**config.mk**
```make
export PLATFORM = sky130hd
export DESIGN_NAME = hazard_unit
export DESIGN_NICKNAME = d
export VERILOG_FILES = /design/src/rtl/hazard_pkg.sv /design/src/rtl/fwd_sel.sv /design/src/rtl/hazard_unit.sv
export SDC_FILE = /design/constraint.sdc
export NUM_CORES = 1
export LEC_CHECK = 0
export ABC_AREA = 1
export CAP_MARGIN = 20
export CORE_UTILIZATION = 50
export DETAILED_ROUTE_END_ITERATION = 10
export GPL_ROUTABILITY_DRIVEN = 0
export PLACE_DENSITY = 0.87
export SYNTH_ARGS = -nofsm -noshare
export SYNTH_HDL_FRONTEND = slang
export SYNTH_SLANG_ARGS = --single-unit
```
**constraint.sdc**
```tcl
create_clock -name clk -period 6 [get_ports clk]
set_input_delay 1.2 -clock clk [delete_from_list [all_inputs] [get_ports clk]]
set_output_delay 1.2 -clock clk [all_outputs]
set_load 0.02 [all_outputs]
```
**src/rtl/hazard_pkg.sv**
```systemverilog
// Shared types and constants for the five-stage pipeline hazard controller.
package hazard_pkg;

  typedef enum logic [1:0] {
    FWD_RF  = 2'b00,
    FWD_WB  = 2'b01,
    FWD_MEM = 2'b10
  } fwd_t;

  typedef enum logic [1:0] {
    RUN   = 2'd0,
    WAIT  = 2'd1,
    FAULT = 2'd2
  } hz_state_t;

  localparam logic [1:0] RESULT_LOAD = 2'b01;

endpackage

```
**src/rtl/fwd_sel.sv**
```systemverilog
// Forwarding select for one Execute-stage operand; the Memory stage wins over Writeback.
module fwd_sel
  import hazard_pkg::*;
(
  input  logic [4:0] RsE,
  input  logic [4:0] RdM,
  input  logic [4:0] RdW,
  input  logic       RegWriteM,
  input  logic       RegWriteW,
  output fwd_t       fwd
);

  always_comb begin
    fwd = FWD_RF;
    if (RegWriteM && (RdM != 5'd0) && (RdM == RsE)) begin
      fwd = FWD_MEM;
    end else if (RegWriteW && (RdW != 5'd0) && (RdW == RsE)) begin
      fwd = FWD_WB;
    end
  end

endmodule

```
**src/rtl/hazard_unit.sv**
```systemverilog
// Pipeline hazard controller: forwarding, load-use stall, branch flush,
// data-memory wait stall with a timeout watchdog, and a stall-cycle counter.
module hazard_unit
  import hazard_pkg::*;
#(
  parameter int MEM_TIMEOUT = 16
) (
  input  logic        clk,
  input  logic        reset,
  input  logic [4:0]  Rs1D,
  input  logic [4:0]  Rs2D,
  input  logic [4:0]  Rs1E,
  input  logic [4:0]  Rs2E,
  input  logic [4:0]  RdE,
  input  logic [4:0]  RdM,
  input  logic [4:0]  RdW,
  input  logic        RegWriteM,
  input  logic        RegWriteW,
  input  logic [1:0]  ResultSrcE,
  input  logic        PCSrcE,
  input  logic        MemReqM,
  input  logic        MemReadyM,
  output logic [1:0]  ForwardAE,
  output logic [1:0]  ForwardBE,
  output logic        StallF,
  output logic        StallD,
  output logic        StallE,
  output logic        StallM,
  output logic        FlushD,
  output logic        FlushE,
  output logic        FlushW,
  output logic        MemFault,
  output logic [31:0] StallCount,
  output hz_state_t   dbg_state
);

  localparam int CW = $clog2(MEM_TIMEOUT + 1);
  localparam logic [CW-1:0] TIMEOUT_CNT = CW'(MEM_TIMEOUT);

  hz_state_t     state;
  logic [CW-1:0] wait_cnt;
  fwd_t          fwd_a;
  fwd_t          fwd_b;
  logic          lw_stall;
  logic          mem_stall;

  fwd_sel u_fwd_a (
    .RsE       (Rs1E),
    .RdM       (RdM),
    .RdW       (RdW),
    .RegWriteM (RegWriteM),
    .RegWriteW (RegWriteW),
    .fwd       (fwd_a)
  );

  fwd_sel u_fwd_b (
    .RsE       (Rs2E),
    .RdM       (RdM),
    .RdW       (RdW),
    .RegWriteM (RegWriteM),
    .RegWriteW (RegWriteW),
    .fwd       (fwd_b)
  );

  assign lw_stall  = (ResultSrcE == RESULT_LOAD) && (RdE != 5'd0) &&
                     ((RdE == Rs1D) || (RdE == Rs2D));
  assign mem_stall = (MemReqM && !MemReadyM) || (state == FAULT);
  assign dbg_state = state;

  // A memory stall freezes the whole front end, so it also suppresses
  // D/E flushes; pending branch or load-use is re-evaluated on release.
  always_comb begin
    ForwardAE = fwd_a;
    ForwardBE = fwd_b;
    StallF    = mem_stall || lw_stall;
    StallD    = mem_stall || lw_stall;
    StallE    = mem_stall;
    StallM    = mem_stall;
    FlushD    = !mem_stall && PCSrcE;
    FlushE    = !mem_stall && (lw_stall || PCSrcE);
    FlushW    = mem_stall;
    if (reset) begin
      ForwardAE = FWD_RF;
      ForwardBE = FWD_RF;
      StallF    = 1'b0;
      StallD    = 1'b0;
      StallE    = 1'b0;
      StallM    = 1'b0;
      FlushD    = 1'b1;
      FlushE    = 1'b1;
      FlushW    = 1'b1;
    end
  end

  always_ff @(posedge clk) begin
    if (reset) begin
      state      <= RUN;
      wait_cnt   <= '0;
      StallCount <= '0;
      MemFault   <= 1'b0;
    end else begin
      StallCount <= StallCount + 32'(StallF);
      case (state)
        RUN: begin
          if (MemReqM && !MemReadyM) begin
            state    <= WAIT;
            wait_cnt <= CW'(1);
          end
        end
        WAIT: begin
          // A dropped request without ready is a protocol slip; just resume.
          if (MemReadyM || !MemReqM) begin
            state    <= RUN;
            wait_cnt <= '0;
          end else if (wait_cnt == TIMEOUT_CNT) begin
            state    <= FAULT;
            MemFault <= 1'b1;
          end else begin
            wait_cnt <= wait_cnt + CW'(1);
          end
        end
        FAULT: begin
          MemFault <= 1'b1;
        end
        default: begin
          state    <= RUN;
          wait_cnt <= '0;
        end
      endcase
    end
  end

endmodule

```
* After elaboration in Yosys (flattened, before gate mapping)
Index checks and enable logic that the tools add are counted.
Word-level totals: register bits after elaboration 40, output and inout bits 46
Operators by class: $add $sub $neg 2, equality and inequality tests 15, multiplexer cells 22, bitwise logic cells 1, reductions and logical operators 27
Operator list (count):
- adder 32 x 1 -> 32 bit | 1
- == test 5 bit | 6
- 2-to-1 mux 5 bit | 3
- case mux 5 bit (3 select lines) | 1
- nonzero test 5 bit | 3
- 2-to-1 mux 2 bit | 7
- logical AND 1 bit | 11
- 2-to-1 mux 1 bit | 9
- AND reduction 3 bit | 3
- != test 2 bit, second input constant | 3
- != test 3 bit, second input constant | 2
- case mux 2 bit (3 select lines) | 1
- adder 5 x 1 -> 5 bit, second input constant | 1
- == test 5 bit, second input constant | 1
- logical OR 1 bit | 5
- == test 2 x 1 -> 1 bit, second input constant | 2
- logical NOT 1 bit | 3
- == test 2 bit, second input constant | 1
- logical NOT 2 bit | 1
- case mux 1 bit (2 select lines) | 1
- nonzero test 2 bit | 1
- inverter 1 bit | 1

* Depth between registers and ports, before layout
Gate-level depths: netlist of the first run.
word-level depth 6, gate-level depth with buffers 17, mapped depth without buffers 17

* Hierarchy
From an unflattened synthesis of the first run, not the netlist that was laid out.
Second synthesis, totals: cell total of the unflattened synthesis 502, area, all modules 2967.8 µm²
Modules (own cells, without submodules):
- hazard_unit | instances 1, cells an instance 402, area an instance 2539.9 µm²
- fwd_sel | instances 2, cells an instance 50, area an instance 214.0 µm²

* Least setup slack after synthesis of the first run
Ideal clock, no wire load.
kind input port to output port, start point input port MemReadyM, end point output port StallF, arrival 2.294 ns, data required time 4.800 ns, setup slack 2.506 ns, stages 8, path buffers 1, cells stage by stage inv_1 > nand2_1 > inv_1 > nor2_1 > nor2_1 > inv_1 > nand2_1 > buf_4
On the way: longest elaborated chain between the ends 5
Ends and longest elaborated chain:
- start: declaration | RTL line hazard_unit.sv:22 | input logic MemReadyM,
- logical NOT 1 bit | RTL line hazard_unit.sv:67 | assign mem_stall = (MemReqM && !MemReadyM) || (state == FAULT);
- logical AND 1 bit | RTL line hazard_unit.sv:67
- logical OR 1 bit | RTL line hazard_unit.sv:67
- logical OR 1 bit
- 2-to-1 mux 1 bit
- end: declaration | RTL line hazard_unit.sv:25 | output logic StallF,
No other way between the ends.

* Worst setup path in the final report of the first run
start point input port reset, end point output port StallD
On the way: longest elaborated chain between the ends 1
Ends and longest elaborated chain:
- start: declaration | RTL line hazard_unit.sv:9 | input logic reset,
- 2-to-1 mux 1 bit | RTL line hazard_unit.sv:82 | if (reset) begin
- end: declaration | RTL line hazard_unit.sv:26 | output logic StallD,
No other way between the ends.

==> metrics list, run 1 <==
- The run finished with clean final reports.
- Vias in the first global route: a little under 3000
- Yosys printed 0 warnings.
* Height of the die: ~77 µm
- At the pin with the least slew margin, the transition time is 0.4651 ns.
- Synth Area per Inst: 6.234 µm²
* Proportion of power drawn by flip-flops and latches: 47.1%
* Worst setup path category: input port to output pin
* Max Clk Rate: roughly 230 MHz
* Layout cells sized above 1: 5.390%
- Crit path arrival time: about 3.1 ns
- In this run the worst path has a maximum fanout of 32.
- Once detailed placement completed, the half-perimeter wirelength came to slightly below 6000 µm.
- In the final timing run, aggregate negative setup slack is 0 ns.
- The number of pins exceeding their max-slew limit in the final report came to 0.
- EDFF count, synth: 0
- For the worst flop-to-flop path, the logic depth is 15.
- Number of rows in the core area: 26
* Clock latency on the worst-skew pair: between 0.2 and 0.3 ns
- Measured against its own limit, the worst slew margin works out to 68.96%.
* TritonCTS Buffers: 5
* Total routing usage reported by global routing: approximately a quarter
- In the synthesized netlist the async set-or-reset flop fraction comes to 0%.
- Number of vias per cell after detailed routing: about 5.1
* Time the worst path needs with I/O delays and setup: between 4 and 5 ns
- The design draws 576.8 µW.
* Total of hold buffers inserted after clock tree synthesis: 0
- The number of antenna violations at the first check in global routing is 0.
- Internal: about 430 µW
* Clock Sinks: 40
* RSZ-0062 raised after global routing: false
- Share of total power in combinational logic: 19.4%
- The first TritonRoute pass finished after 5 iterations.
* CTS tree: done
* Synth Cell Area: 0.002786 mm²
- The clock arrives with around 0.0053 ns of skew.
- In the routed design, unresolved DRC markers number 0.
* Count of inserted antenna diode cells: 0
- Setup violations remaining at the end of the flow were counted as 0.
- STA classifies the critical path endpoint as an output pin.
- Wire length of the first global-routing pass: roughly 13000 µm
- Wirelength, routed: between 7000 and 8000 µm
- End-of-flow core utilization: between 70% and 80%
* Area Growth Syn to Fin: 37.76%
* IR drop worst, VDD: a little over 80 µV
* FF+latch count, synth: 40
- The total count of hold-check failures in the final report is 0.
- Post-detailed-placement cell area: ~0.0037 mm²
- In this run the worst hold path is classified as flip-flop to flip-flop.
* Power per cell area: between 150 and 200 mW/mm²
* Most frequently used flop master after synthesis: dfxtp_1
* Number of violations of the max-capacitance limit: 0
- For this block, the initial DRC count from the detailed router was roughly 220.
- WL per Instance: about 12 µm
* Worst reg-to-reg setup slack: 3.57 ns
- The synthesized netlist contains 32 unique library cells.
- The path with the worst hold slack has its endpoint at MemFault.
* Maximum number of pins on one net before global-route repair: 33
* H-Tree Level Count: 2
* Synthesized netlist cell count: 447
- Area of the core: about 0.0052 mm²
- After global routing the overflow that remains totals 0.
- Count of antenna-violating nets left after detailed routing: 0
* Count of instances resized after the clock tree is built: 0
* Post-synth net total: ~500
- Net switching power: 148.1 µW
- The die covers about 0.0059 mm².
- Required time reported for the critical path endpoint: around 4.8 ns
* Worst hold path depth: 2
* Initial standard-cell utilization of the core: 53.20%
- In this run the clock root is driven by a clkbuf_8.
* Net count reported at finish: roughly 590
* Switching share of power: about a quarter
* Sequential share of the synthesized area: 28.74%
- Chip width: 76.65 µm
* CTS clock-pin slew for the worst setup and hold paths: about 0.070 ns
* Clock share of power: 33.5%
- End of the worst register-to-register path: StallCount[22]
- The routed layout has around 3100 vias.
* Critical Path Start Type: input port
- In this run the deepest clock path goes through 2 buffers.
* Leakage Power: 0.001482 µW
* Share of the cycle needed by the critical path after routing: 71.86%
- The worst hold path begins at MemFault.
- Pin placement for this block handled 90 I/O pins.
- The worst register-to-register path begins at dbg_state[0].
* Count of buffers from port buffering: a little under 90
- In this run the post-CTS setup repair buffer count came out at 0.
- Finished Cell Area: around 0.0038 mm²
[layout make-up]
class | count | area, µm²
multi-input combinational | 345 | 1745
timing repair buffer | 90 | 898.4
tap | 70 | 87.58
sequential | 40 | 800.8
inverter | 56 | 210.2
fill | 447 | 1399
clock buffer | 7 | 96.34
[power groups by stage]
stage / registers (µW) / logic (µW) / clock network, µW
2_1_floorplan: 280 / 54.3 / 0
3_3_place_gp: 278 / 108 / 0
3_5_place_dp: 278 / 112 / 0
4_1_cts: 272 / 112 / 197
5_1_grt: 272 / 124 / 209
6_report: 272 / 112 / 193
[worst max-delay path by stage]
stage / from / to / slack (ns) / cells past startpoint
finish: reset / StallD / 1.69 / 6
global route: reset / StallF / 1.59 / 6
CTS: reset / StallD / 1.69 / 6
detailed placement: reset / StallD / 1.69 / 6
global placement: reset / StallF / 1.70 / 6
floorplan: MemReadyM / StallF / 2.51 / 8
[through the flow]
| stage | hold WS [ns] | setup WS [ns] | instances |
|---|---|---|---|
| 2_1_floorplan | 0.4708 | 2.506 | 447 |
| 3_3_place_gp | 0.4456 | 1.699 | 601 |
| 3_5_place_dp | 0.4491 | 1.693 | 601 |
| 4_1_cts | 0.4688 | 1.692 | 608 |
| 5_1_grt | 0.5054 | 1.589 | 608 |
| 6_report | 0.4690 | 1.689 | 608 |
[per-layer routing]
metal,routed length [µm],global-route usage (%)
met5,0,0
met4,172,11.92
met3,600,5.476
met2,3644,46.13
met1,2962,30.69
[cells in the final DEF, fill, tap and decap left out, types with 2 or more instances in the layout]
cell             count
o21a_1               4
nand2_1            126
clkdlybuf4s50_1     89
nand3b_1            11
xor2_1               5
nor2_4               5
nor4_1               2
clkbuf_8             7
ha_1                 7
nor2_2               5
xnor2_1             18
nor3_1               3
inv_1               55
nor2_1              77
o21ai_0             14
nand3_1             21
a21oi_1             28
nand2_2              2
or2_2                3
dfxtp_1             40
nand4_1              4
[logic make-up (layout without fill, tap and decap cells)]
| family | count (synthesis) | count (layout) | synth area share [%] |
|---|---|---|---|
| buffers and inverters | 62 | 153 | 8.621 |
| adder cells (fa/ha/maj) | 7 | 7 | 3.143 |
| AND/OR/NAND/NOR | 266 | 266 | 42.84 |
| AO/OA/AOI/OAI | 49 | 49 | 9.430 |
| flip-flops | 40 | 40 | 28.74 |
| XOR/XNOR | 23 | 23 | 7.229 |
[worst max-delay path, cell delays in order]
cell             delay, ns
clkdlybuf4s50_1       0.45
buf_4                 0.32
inv_1                 0.32
nand3_1               0.17
nand2_1               0.10
clkdlybuf4s50_1       0.55
[Yosys cell counts, types with 5 or more instances]
cell type,n,area share (%)
a21oi_1,28,5.0
dfxtp_1,40,29
ha_1,7,3.1
inv_1,55,7.4
nand2_1,126,17
nand3_1,21,3.8
nand3b_1,11,3.0
nor2_1,77,10
nor2_2,5,1.1
nor2_4,5,2.0
o21ai_0,14,2.5
xnor2_1,18,5.7
xor2_1,5,1.6
[sequential cells by signal (all words and copies together) (netlist names)]
register    cells
MemFault        1
wait_cnt        5
dbg_state       2
StallCount     32
No activity file was read; power rests on OpenSTA's default activity.
==> run 2, diff against run 1 <==
Settings changed: CORE_UTILIZATION 50 to 42, PLACE_DENSITY 0.87 to 0.78.
Clock period 6 ns to 3.6 ns, I/O delays scaled along.
==> metrics list, run 2 (same netlist as run 1, synthesis figures left out) <==
- Cells traversed along the worst timing path: clkdlybuf4s50_1 -> inv_1 -> nand2_1 -> nand2_1 -> nor2_1 -> nand3_1 -> nand2_1 -> nand3_1 -> nand2_1 -> clkdlybuf4s50_1
- For this block, the initial DRC count from the detailed router was about 120.
- The tool flagged a number of max-cap violations equal to 0.
- Leakage Power: 0.001482 µW
- Worst hold margin: between 0.4 and 0.5 ns
- STA puts the critical path data arrival time at 2.52 ns.
* Aggregate negative setup slack: 0 ns
* IR drop worst, VDD: around 170 µV
- At the end of the flow, the number of nets in the layout was approximately 590.
* Time the worst path needs with I/O delays and setup: ~3.2 ns
- CTS clock-pin slew for the worst setup and hold paths: around 0.08 ns
- The number of antenna diodes in the final layout is 0.
- In this run the clock root is driven by a clkbuf_8.
* Actual slew at the worst max-slew pin: 0.2872 ns
- The first detailed-routing pass ran for 4 iterations.
- Most used cell along the critical path: nand2_1
* Final setup violation count: 0
- End-of-flow core utilization: 60.19%
* Worst Hold Class: flip-flop to flip-flop
- Hold Violations, Final: 0
- Total of hold buffers inserted after clock tree synthesis: 0
- Post-CTS Setup Repair Bufs: 0
- The clock tree synthesis step divided the H-tree into 2 levels.
- Total Die Area: between 0.006 and 0.007 mm²
* Final setup margin: around 0.36 ns
* Final setup skew: about 0.0085 ns
- STA puts the critical path data required time at 2.88 ns.
- Worst reg-to-reg setup slack: 1.22 ns
* Layout fillers: just over 600
* CP max-delay cell: clkdlybuf4s50_1
* DR vias: roughly 3100
- Maximum cell stage delay along the critical path: 0.62 ns
- CTS Buffer Depth: 2
- Commonest non-fill, non-tap cells in the layout: nand2_1 (126), clkdlybuf4s50_1 (89), nor2_1 (77), inv_1 (55), dfxtp_1 (40)
- 90 I/O pins were placed.
- Sequential standard cell area: 800.8 µm²
- Run status: finished clean
- Commonest non-fill, non-tap cell in the layout: nand2_1
* Multi-input combinational cell area: approximately 0.0017 mm²
* Vias in the first global route: about 2800
* Launch point of the worst hold path: MemFault
- Along the worst path, the maximum fanout reaches 5.
- Clock Sinks: 40
- Global routing used around 22% of the available tracks.
- Using the TritonRoute via totals, the vias-per-cell ratio works out to slightly below 5.
- The worst setup path is captured at an output pin.
- Counting cells, the worst reg-to-reg path comes to 15.
- Number of antenna violations at the first check in global routing: 0
- The worst setup path is launched from an input port.
- Wire length of the first global-routing pass: about 13000 µm
- Counting the buffers created by CTS gives 5.
- Maximum number of pins on one net before global-route repair: 21
- Register with the most flip-flops: StallCount
* RSZ-0062 raised after global routing: false
* Estimated wirelength of the detail-placed design: 6176 µm
- The die is between 80 and 90 µm wide.
- Once the clock tree was built, the resizer swapped 0 gates to a different size.
- At the later pin of the worst-skew pair, clock insertion delay measures 0.30 ns.
- Height of the die: 83.45 µm
- The worst register-to-register path ends at StallCount[16].
- Slew Viols, Final: 0
* Max Clk Rate: 308.3 MHz
* Wirelength, routed: 7436 µm
- Number of rows in the core area: 29
- Overflow left after global routing: 0
- Layout cells sized above 1: between 5 and 6%
- TritonCTS built the clock tree.
- Pre-CTS WS: between 0.3 and 0.4 ns
* Launching point of the worst reg2reg path: dbg_state[0]
- Share of the cycle needed by the critical path after routing: 90.09%
* Area of the core: around 0.0064 mm²
- The register with the most flip-flops in the layout has 32 of them.
- The area growth from synthesis to layout is 37.94%.
* Worst rel slew slack: approximately four fifths
* Worst hold endpoint: MemFault
- Post-route DRC: 0
- Power spread over the standard cell area amounts to approximately 240 mW/mm².
- The detail route stage leaves a number of antenna-violating nets equal to 0.
- Count of buffers from port buffering: between 80 and 90
* WL per Instance: about 12 µm
* Initial standard-cell utilization of the core: 43.63%
- Along the worst hold path, the cell count comes to 2.
- Worst setup path category: input port to output pin
==> run 2: cell types whose count changed in the layout (fill, tap and decap cells not counted) <==
cell | before | now
clkbuf_1 | 0 | 1
clkbuf_8 | 7 | 5
clkinv_2 | 0 | 1
buf_4 | 1 | 3
==> run 2: power breakdown <==
group | total (µW) | leakage, µW | internal, µW | switching, µW
Sequential | 452 | 0.000323 | 448 | 4.48
Clock | 285 | 0.0000410 | 132 | 153
Combinational | 189 | 0.00112 | 97.1 | 92.2
==> run 2: worst max-delay path, delay by kind of cell <==
family	cells	cell delay [ns]
buffers and inverters	3	1.21
AND/OR/NAND/NOR	7	0.59
==> run 2: layout make-up <==
class	count	share of cell area (%)
Sequential cell	40	20.83
Timing Repair Buffer	92	23.76
Clock inverter	1	0.1302
Tap cell	77	2.507
Inverter	56	5.469
Clock buffer	6	1.888
Multi-Input combinational cell	345	45.41
==> run 2: worst max-delay path by stage <==
stage	start	to
finish	RdE[0]	StallD
global route	RdE[0]	StallF
CTS	RdE[3]	StallD
detailed placement	RdE[3]	StallD
global placement	RdM[3]	ForwardBE[1]
floorplan	MemReadyM	StallCount[22]
==> run 2: per-stage QoR <==
step           instances  cell area (µm²)  total power, µW
3_3_place_gp         610             3766            647.2
6_report             617             3844            926.3
2_1_floorplan        447             2786            557.9
5_1_grt              617             3844            977.1
4_1_cts              617             3844            931.0
3_5_place_dp         610             3766            652.4
==> run 2: metal layers <==
metal	routed length, µm	global-route usage, %
met2	3765	41.28
met1	3110	24.43
met5	0	0
met3	413	5.242
met4	146	8.012
